**src/rtl/proc_fetch_seq_pkg.sv**
```systemverilog
// Shared definitions for the instruction fetch sequencer: opcode field,
// opcode values and FSM state encoding.
package proc_fetch_seq_pkg;

  localparam int OPC_MSB = 15;
  localparam int OPC_LSB = 13;

  localparam logic [2:0] OP_MV  = 3'b000;
  localparam logic [2:0] OP_MVI = 3'b001;
  localparam logic [2:0] OP_ADD = 3'b010;
  localparam logic [2:0] OP_SUB = 3'b011;

  typedef enum logic [2:0] {
    S_IDLE,
    S_RD_I,
    S_WAIT_I,
    S_RD_D,
    S_WAIT_D,
    S_ISSUE,
    S_EXEC
  } state_e;

  function automatic logic is_mvi(input logic [15:0] word);
    return word[OPC_MSB:OPC_LSB] == OP_MVI;
  endfunction

endpackage

```
**src/rtl/proc_fetch_seq_pc_counter.sv**
```systemverilog
// Program counter for the fetch sequencer: synchronous load of the start
// address, increment with natural AW-bit wrap.
module proc_fetch_seq_pc_counter #(
  parameter int              AW       = 8,
  parameter logic [AW-1:0]   START_PC = '0
) (
  input  logic          Clock,
  input  logic          Resetn,
  input  logic          load_i,
  input  logic          inc_i,
  output logic [AW-1:0] pc_o
);

  logic [AW-1:0] pc_q, pc_d;

  always_comb begin
    pc_d = pc_q;
    if (load_i)     pc_d = START_PC;
    else if (inc_i) pc_d = pc_q + 1'b1;
  end

  always_ff @(posedge Clock or negedge Resetn) begin
    if (!Resetn) pc_q <= START_PC;
    else         pc_q <= pc_d;
  end

  assign pc_o = pc_q;

endmodule

```
**src/rtl/proc_fetch_seq.sv**
```systemverilog
// Fetch sequencer in front of the multicycle processor: reads instruction
// (and mvi immediate) words, pulses Run, then waits for Done or a timeout.
// IDLE wait Start | RD_x/WAIT_x read word x | ISSUE Run + DIN=ibuf | EXEC DIN=dbuf, wait Done
module proc_fetch_seq
  import proc_fetch_seq_pkg::*;
#(
  parameter int AW         = 8,
  parameter int MEM_LAT    = 1,
  parameter int START_ADDR = 0,
  parameter int DONE_TMO   = 3
) (
  input  logic          Clock,
  input  logic          Resetn,
  input  logic          Start,
  input  logic          Stop,
  output logic [AW-1:0] MemAddr,
  output logic          MemRd,
  input  logic [15:0]   MemData,
  output logic [15:0]   DIN,
  output logic          Run,
  input  logic          Done,
  output logic [AW-1:0] PC,
  output logic          Busy,
  output logic          Illegal
);

  localparam int             LAT_W    = (MEM_LAT > 1) ? $clog2(MEM_LAT) : 1;
  localparam int             TMO_W    = (DONE_TMO > 1) ? $clog2(DONE_TMO) : 1;
  localparam logic [LAT_W-1:0] LAT_INIT = LAT_W'(MEM_LAT - 1);
  localparam logic [TMO_W-1:0] TMO_LAST = TMO_W'(DONE_TMO - 1);
  localparam logic [AW-1:0]    START_PC = AW'(START_ADDR);

  state_e           state_q, state_d;
  logic [15:0]      ibuf_q, ibuf_d;
  logic [15:0]      dbuf_q, dbuf_d;
  logic [LAT_W-1:0] lat_q, lat_d;
  logic [TMO_W-1:0] tmo_q, tmo_d;
  logic             ill_q, ill_d;
  logic             stop_q, stop_d;
  logic             pc_load, pc_inc;
  logic             stop_seen;

  proc_fetch_seq_pc_counter #(
    .AW       (AW),
    .START_PC (START_PC)
  ) u_pc (
    .Clock  (Clock),
    .Resetn (Resetn),
    .load_i (pc_load),
    .inc_i  (pc_inc),
    .pc_o   (PC)
  );

  assign stop_seen = stop_q | Stop;

  always_comb begin
    state_d = state_q;
    ibuf_d  = ibuf_q;
    dbuf_d  = dbuf_q;
    lat_d   = lat_q;
    tmo_d   = tmo_q;
    ill_d   = ill_q;
    stop_d  = (state_q != S_IDLE) ? stop_seen : 1'b0;
    pc_load = 1'b0;
    pc_inc  = 1'b0;
    MemAddr = '0;
    MemRd   = 1'b0;
    DIN     = '0;
    Run     = 1'b0;

    case (state_q)
      S_IDLE: begin
        if (Start && !Stop) begin
          state_d = S_RD_I;
          pc_load = 1'b1;
          ill_d   = 1'b0;
        end
      end
      S_RD_I, S_RD_D: begin
        MemRd   = 1'b1;
        MemAddr = PC;
        pc_inc  = 1'b1;
        lat_d   = LAT_INIT;
        state_d = (state_q == S_RD_I) ? S_WAIT_I : S_WAIT_D;
      end
      S_WAIT_I: begin
        if (lat_q == '0) begin
          ibuf_d  = MemData;
          state_d = is_mvi(MemData) ? S_RD_D : S_ISSUE;
        end else begin
          lat_d = lat_q - 1'b1;
        end
      end
      S_WAIT_D: begin
        if (lat_q == '0) begin
          dbuf_d  = MemData;
          state_d = S_ISSUE;
        end else begin
          lat_d = lat_q - 1'b1;
        end
      end
      S_ISSUE: begin
        DIN     = ibuf_q;
        Run     = 1'b1;
        tmo_d   = '0;
        state_d = S_EXEC;
      end
      S_EXEC: begin
        DIN = dbuf_q;
        // A timeout exits like Done; the processor falls back to T0 on its own.
        if (Done || (tmo_q == TMO_LAST)) begin
          if (!Done) ill_d = 1'b1;
          if (stop_seen) begin
            state_d = S_IDLE;
            stop_d  = 1'b0;
          end else begin
            state_d = S_RD_I;
          end
        end else begin
          tmo_d = tmo_q + 1'b1;
        end
      end
      default: state_d = S_IDLE;
    endcase
  end

  always_ff @(posedge Clock or negedge Resetn) begin
    if (!Resetn) begin
      state_q <= S_IDLE;
      ibuf_q  <= '0;
      dbuf_q  <= '0;
      lat_q   <= '0;
      tmo_q   <= '0;
      ill_q   <= 1'b0;
      stop_q  <= 1'b0;
    end else begin
      state_q <= state_d;
      ibuf_q  <= ibuf_d;
      dbuf_q  <= dbuf_d;
      lat_q   <= lat_d;
      tmo_q   <= tmo_d;
      ill_q   <= ill_d;
      stop_q  <= stop_d;
    end
  end

  assign Busy    = (state_q != S_IDLE);
  assign Illegal = ill_q;

endmodule
```
**config.mk**
```make
export PLATFORM = sky130hd
export DESIGN_NAME = proc_fetch_seq
export DESIGN_NICKNAME = d
export VERILOG_FILES = /design/src/rtl/proc_fetch_seq_pkg.sv /design/src/rtl/proc_fetch_seq_pc_counter.sv /design/src/rtl/proc_fetch_seq.sv
export SDC_FILE = /design/constraint.sdc
export NUM_CORES = 1
export LEC_CHECK = 0
export ABC_CLOCK_PERIOD_IN_PS = 2400
export CAP_MARGIN = 0
export CORE_MARGIN = 8
export CORE_UTILIZATION = 50
export CTS_BUF_LIST = sky130_fd_sc_hd__clkbuf_4
export DETAILED_ROUTE_END_ITERATION = 10
export GPL_TIMING_DRIVEN = 0
export PLACE_DENSITY_LB_ADDON = 0.2
export SYNTH_ARGS = -nofsm -noshare
export SYNTH_HDL_FRONTEND = slang
export SYNTH_SLANG_ARGS = --single-unit
```
**constraint.sdc**
```tcl
create_clock -name Clock -period 2.4 [get_ports Clock]
set_clock_uncertainty 0.15 [all_clocks]
set_input_delay 0.24 -clock Clock [delete_from_list [all_inputs] [get_ports Clock]]
set_output_delay 0.24 -clock Clock [all_outputs]
set_load 0.05 [all_outputs]
```
== After elaboration in Yosys (flattened, before gate mapping) ==
Index checks and enable logic that the tools add are counted.

* Register bits: 48
* Input bits: 21
* Output and inout bits: 36
* Word-level logic and storage cells: 71

* $add $sub $neg: 3
* Equal/unequal tests: 14
* Muxes and demuxes: 28
* Bitwise logic cells: 2
* Reductions and logical operators: 16

{| class="wikitable"
|+ Operators with widths
! operator !! count
|-
| 16-bit case mux with 2 select lines || 1
|-
| 8-bit 2-to-1 mux || 3
|-
| 3-bit 2-to-1 mux || 6
|-
| 3-bit case mux with 6 select lines || 1
|-
| 1-bit 2-to-1 mux || 13
|-
| 2-bit != test, second input constant || 6
|-
| 3-bit == test, second input constant || 3
|-
| 8-bit by 1-bit adder with 8-bit output, second input constant || 1
|-
| 4-bit AND reduction || 2
|-
| 2-bit nonzero test || 4
|-
| 3-bit by 1-bit == test with 1-bit output, second input constant || 2
|-
| 3-bit by 2-bit == test with 1-bit output, second input constant || 2
|-
| 2-bit AND reduction || 3
|-
| 1-bit case mux with 2 select lines || 2
|-
| 2-bit case mux with 2 select lines || 1
|-
| 2-bit OR reduction || 2
|-
| 3-bit logical NOT || 1
|-
| 3-bit nonzero test || 1
|-
| 2-bit by 1-bit adder with 2-bit output, second input constant || 1
|-
| 2-bit == test, second input constant || 1
|-
| 2-bit 2-to-1 mux || 1
|-
| 1-bit logical AND || 1
|-
| 1-bit logical NOT || 1
|-
| 1-bit logical OR || 1
|-
| other kinds (3) || 3
|}

== Longest topological paths before layout ==
* Depth in word-level cells: 5
* Mapped depth: 5
* Mapped depth without buffers: 5

== Cells and area by module ==
A second synthesis with hierarchy kept.

* Cell total of the unflattened synthesis: 176
* Area, all modules: 2252.2 um^2

{| class="wikitable"
|+ Modules (own cells, without submodules)
! module !! instances !! cells each !! area each (um^2) !! seq. area each (um^2)
|-
| proc_fetch_seq || 1 || 139 || 1855.5 || 975.9
|-
| proc_fetch_seq_pc_counter || 1 || 37 || 396.6 || 200.2
|}

== Worst setup path before layout ==
Ideal clock, no wire load.

* Path type: register -> output
* From: register state_q[1]
* To: output port DIN[0]
* Arrival time: 1.718 ns
* Data required time: 2.010 ns
* Path slack: 0.292 ns
* Stages on the path, launching flop included: 6
* Buffers on the path: 3
* Path through: dfrtp_1 > buf_2 > and3b_1 > buf_2 > buf_2 > a22o_1

* Word-level cells in the longest chain between the ends: 2
* Elaborated cells on any way between the ends: 3
* Classes of those cells: 2 x eq/ne; 1 x mux

{| class="wikitable"
|+ RTL lines
! what !! line !! source
|-
| start: declaration || proc_fetch_seq.sv:33 || <nowiki>state_e state_q, state_d;</nowiki>
|-
| start signal: assignment || proc_fetch_seq.sv:137 || <nowiki>state_q <= state_d;</nowiki>
|-
| 3-bit == test || proc_fetch_seq.sv:71 || <nowiki>case (state_q)</nowiki>
|-
| 16-bit case mux with 2 select lines * || proc_fetch_seq.sv:71 ||
|-
| end: declaration || proc_fetch_seq.sv:19 || <nowiki>output logic [15:0] DIN,</nowiki>
|}

Every way passes the cells marked *; elsewhere a longest branch is shown, timed or not.

== Final worst setup path ==
* From: register state_q[0]
* To: output port DIN[15]

Same word-level chain as after synthesis.

==> results.yml <==
global_routing:
  antenna_found_initial: 0
  grt_pass1_vias: 1702
  grt_pass1_wl_um: 8290
  grt_overflow: 0
  grt.total_usage_pct: 16.2
  grt_max_degree: 34
synth:
  synthAdderAreaFrac_pct: 1.14
  muxShareOfSynthArea_pct: 16.4
  ys_types: 35
  syn_inst: 180
  postSynth.asyncResetShare_pct: 100
  synth_flop_cell: "dfrtp_1"
  synthSimpleGateAreaFrac_pct: 12.0
  yosysWarnings: 0
  synth_top_family_by_area: "multiplexers"
  yosys.area.top_type_share_pct: 53.4
  synth_edf_count: 0
  synth_area_leaders: "dfrtp_1, mux2_2, a22o_1"
  netlist_area_um2: 2200
  synth_area_per_cell_um2: 12.2
  yosys.area.top_type: "dfrtp_1"
  synth-xor-area-share_pct: 0.795
  synth_compound_area_share_pct: 12.7
  seq_area_frac_synth_pct: 53.4
  ys_ff_latch: 47
  syn_nets: 203
route:
  via_per_inst: 5.70
  dr.pass1.iters: 4
  drt-wirelength-per-cell_um: 16.8
  vias: 1699
  drc: 0
  drtIter0Drc: 73
  ant_nets: 0
  wl_um: 5020
power:
  post-layout-total-power_w: 0.00441
  leakagePower_nw: 1.32
  power.density_nw_per_um2: 1530
  ir_worst_vdd_mv: 0.864
place:
  port_buffers: 56
  gp_congestion: 0.747
  place_hpwl_um: 3650
  dp_cells: 289
floorplan:
  rows: 24
  die_w_um: 82.4
  die-area_um2: 6780
  core_region_area_um2: 4290
  die_height_um: 82.4
  boundaryPins: 57
  start_util_pct: 51.3
timing:
  finalMaxSlewViolations: 0
  hold_violations: 0
  max_clock_freq_mhz: 433
  relSlewSlack_pct: 66.4
  report.final.setup_viol: 0
  timing.final.crit_share_pct: 96.2
  grt_setup_unrepaired: "no"
  fin_crit_ns: 2.31
  tightest_slew_ns: 0.502
final_layout:
  nNetsFinal: 268
  final_util_pct: 67.2
  area_delta_synth_final_pct: 31.0
  num_antenna_cells: 0
  drive_gt1_share_pct: 26.4
  fin_cells: 298
worst_setup_path:
  crit_family: "buffers and inverters"
  path_depth: 5
  critPathSlowestCell: "dfrtp_1"
  path_class: "flop to output port"
  cp_max_fo: 10
  crit_path_end: "DIN[15]"
  arrival_ns: 1.92
  worst-r2r-cell-count: 4
  worstSetupEndpointType: "output port"
  path_buf_inv: 3
  cp_common_cell: "buf_4"
  critPathMaxStageDelay_ns: 0.45
  timing.rr.start: "state_q[0]"
  rrSetupSlack_ns: 0.45
  critPathLaunch: "state_q[0]"
  worstPathCellList: "buf_4 > and3b_1 > buf_2 > a22o_1 > buf_4"
  cp.required_ns: 2.01
  crit_path_start_kind: "flop"
  r2r-end: "dbuf_q[10]"
clock_tree:
  clk_pin_slew_ns: 0.14
  cts_tree: "done"
  clock-sinks: 47
  clock-root-buffer: "clkbuf_4"
  clock_tree.htree_level_count: 2
  cts_setup_buffers: 0
  clock_latency_ns: 0.38
  cts_buffer_depth: 2
  cts-buffers-inserted: 5
run_status:
  outcome: "finished, final reports clean"
hold_path:
  hp-class: "primary input to async pin"
job:
  cap_violations: 0
==> worst register-to-register path, cell delays in order (launching register included) <==
cell and delay [ns]:
dfrtp_1 0.45, buf_4 0.20, nor3b_4 0.42, buf_4 0.28, mux2_1 0.35
==> metrics by stage <==
stage / TNS (ns) / setup slack [ns] / instance area, um2 / hold slack (ns)
finish: 0 / 0.0917 / 2890 / 0.156
global route: 0 / 0.000112 / 2890 / 0.155
CTS: 0 / 0.000135 / 2870 / 0.151
detailed placement: -2.16 / -0.198 / 2840 / 0.0380
global placement: -18.99 / -0.362 / 2830 / 0.318
floorplan: 0 / 0.292 / 2200 / -0.206
==> area by class of cell <==
class	instances	area, um2
Tap cell	52	65.1
Clock buffer	5	37.5
Inverter	7	30.0
Fill cell	346	1410
Sequential cell	47	1180
Buffer	9	66.3
Clock inverter	3	43.8
Timing Repair Buffer	58	515
Multi-Input combinational cell	117	950
==> timing repair <==
| item | 4_1_cts | 5_1_grt |
|---|---|---|
| hold buffers | 1 | 0 |
| cloned | 0 | 0 |
| pin swaps | 0 | 0 |
| gates resized for setup | 102 | 13 |
| endpoints found under the hold margin | 47 | 0 |
| setup endpoints to repair | 27 | 23 |
==> layout by cell type (no fill, tap or decap), types with 2 or more instances in the layout <==
cell type | netlist | layout
or3_1 | 5 | 5
a22o_1 | 16 | 16
ha_1 | 2 | 2
mux2_2 | 22 | 22
nand3b_1 | 3 | 3
o21ai_0 | 6 | 6
a21oi_1 | 9 | 9
dfrtp_1 | 47 | 46
and3b_1 | 2 | 2
o21ai_1 | 2 | 2
buf_2 | 6 | 9
inv_1 | 6 | 6
nor2_1 | 4 | 4
mux2_1 | 10 | 10
dlygate4sd2_1 | 0 | 10
o31ai_1 | 2 | 2
clkbuf_4 | 0 | 10
or4_1 | 2 | 2
nor2_2 | 2 | 2
nand2b_1 | 4 | 3
nand3_1 | 3 | 3
nand2_1 | 5 | 5
and2_1 | 6 | 6
clkdlybuf4s50_1 | 0 | 28
buf_4 | 3 | 12
==> layer usage <==
layer	routed length [um]	track usage [%]	share of wire (%)	vias up
li1	-	-	-	794
met1	1930	18.0	39	847
met2	2640	28.4	53	52
met3	376	5.19	7.5	6
met4	66	5.44	1.3	0
met5	0	0	0	-
==> cell families (layout without fill, tap and decap cells) <==
logic type	count (synthesis)	count (layout)
flip-flops	47	47
AND/OR/NAND/NOR	41	41
AO/OA/AOI/OAI	40	40
multiplexers	32	32
buffers and inverters	16	82
adder cells (fa/ha/maj)	2	2
XOR/XNOR	2	2
==> flip-flops by register name, summed over array words and instances, names as in the netlist <==
signal / flops
ibuf_q: 16
stop_q: 1
tmo_q: 2
dbuf_q: 16
u_pc.pc_o: 8
Illegal: 1
state_q: 3
==> synthesized netlist by cell type (2+ instances only) <==
master	count
dfrtp_1	47
and2_1	6
buf_4	3
nand2b_1	4
inv_1	6
a22o_1	16
a21oi_1	9
nand3b_1	3
nand2_1	5
and3b_1	2
ha_1	2
o21ai_1	2
nand3_1	3
o21ai_0	6
or3_1	5
mux2_2	22
nor2_2	2
or4_1	2
buf_2	6
o31ai_1	2
nor2_1	4
mux2_1	10
==> power breakdown <==
group / switching, W / leakage (nW) / internal [W]
sequential: 0.000253 / 0.568 / 0.00119
combinational: 0.00154 / 0.703 / 0.000949
clock: 0.000270 / 0.0452 / 0.000219
==> worst min-delay path by stage <==
stage / from / to / slack, ns
floorplan: Resetn / Illegal / -0.21
global placement: dbuf_q[2] / dbuf_q[2] / 0.32
detailed placement: Resetn / ibuf_q[9] / 0.04
CTS: Resetn / u_pc.pc_o[3] / 0.15
global route: Resetn / u_pc.pc_o[3] / 0.15
finish: Resetn / u_pc.pc_o[3] / 0.16
Note: power is estimated with default switching activity, not from simulation.
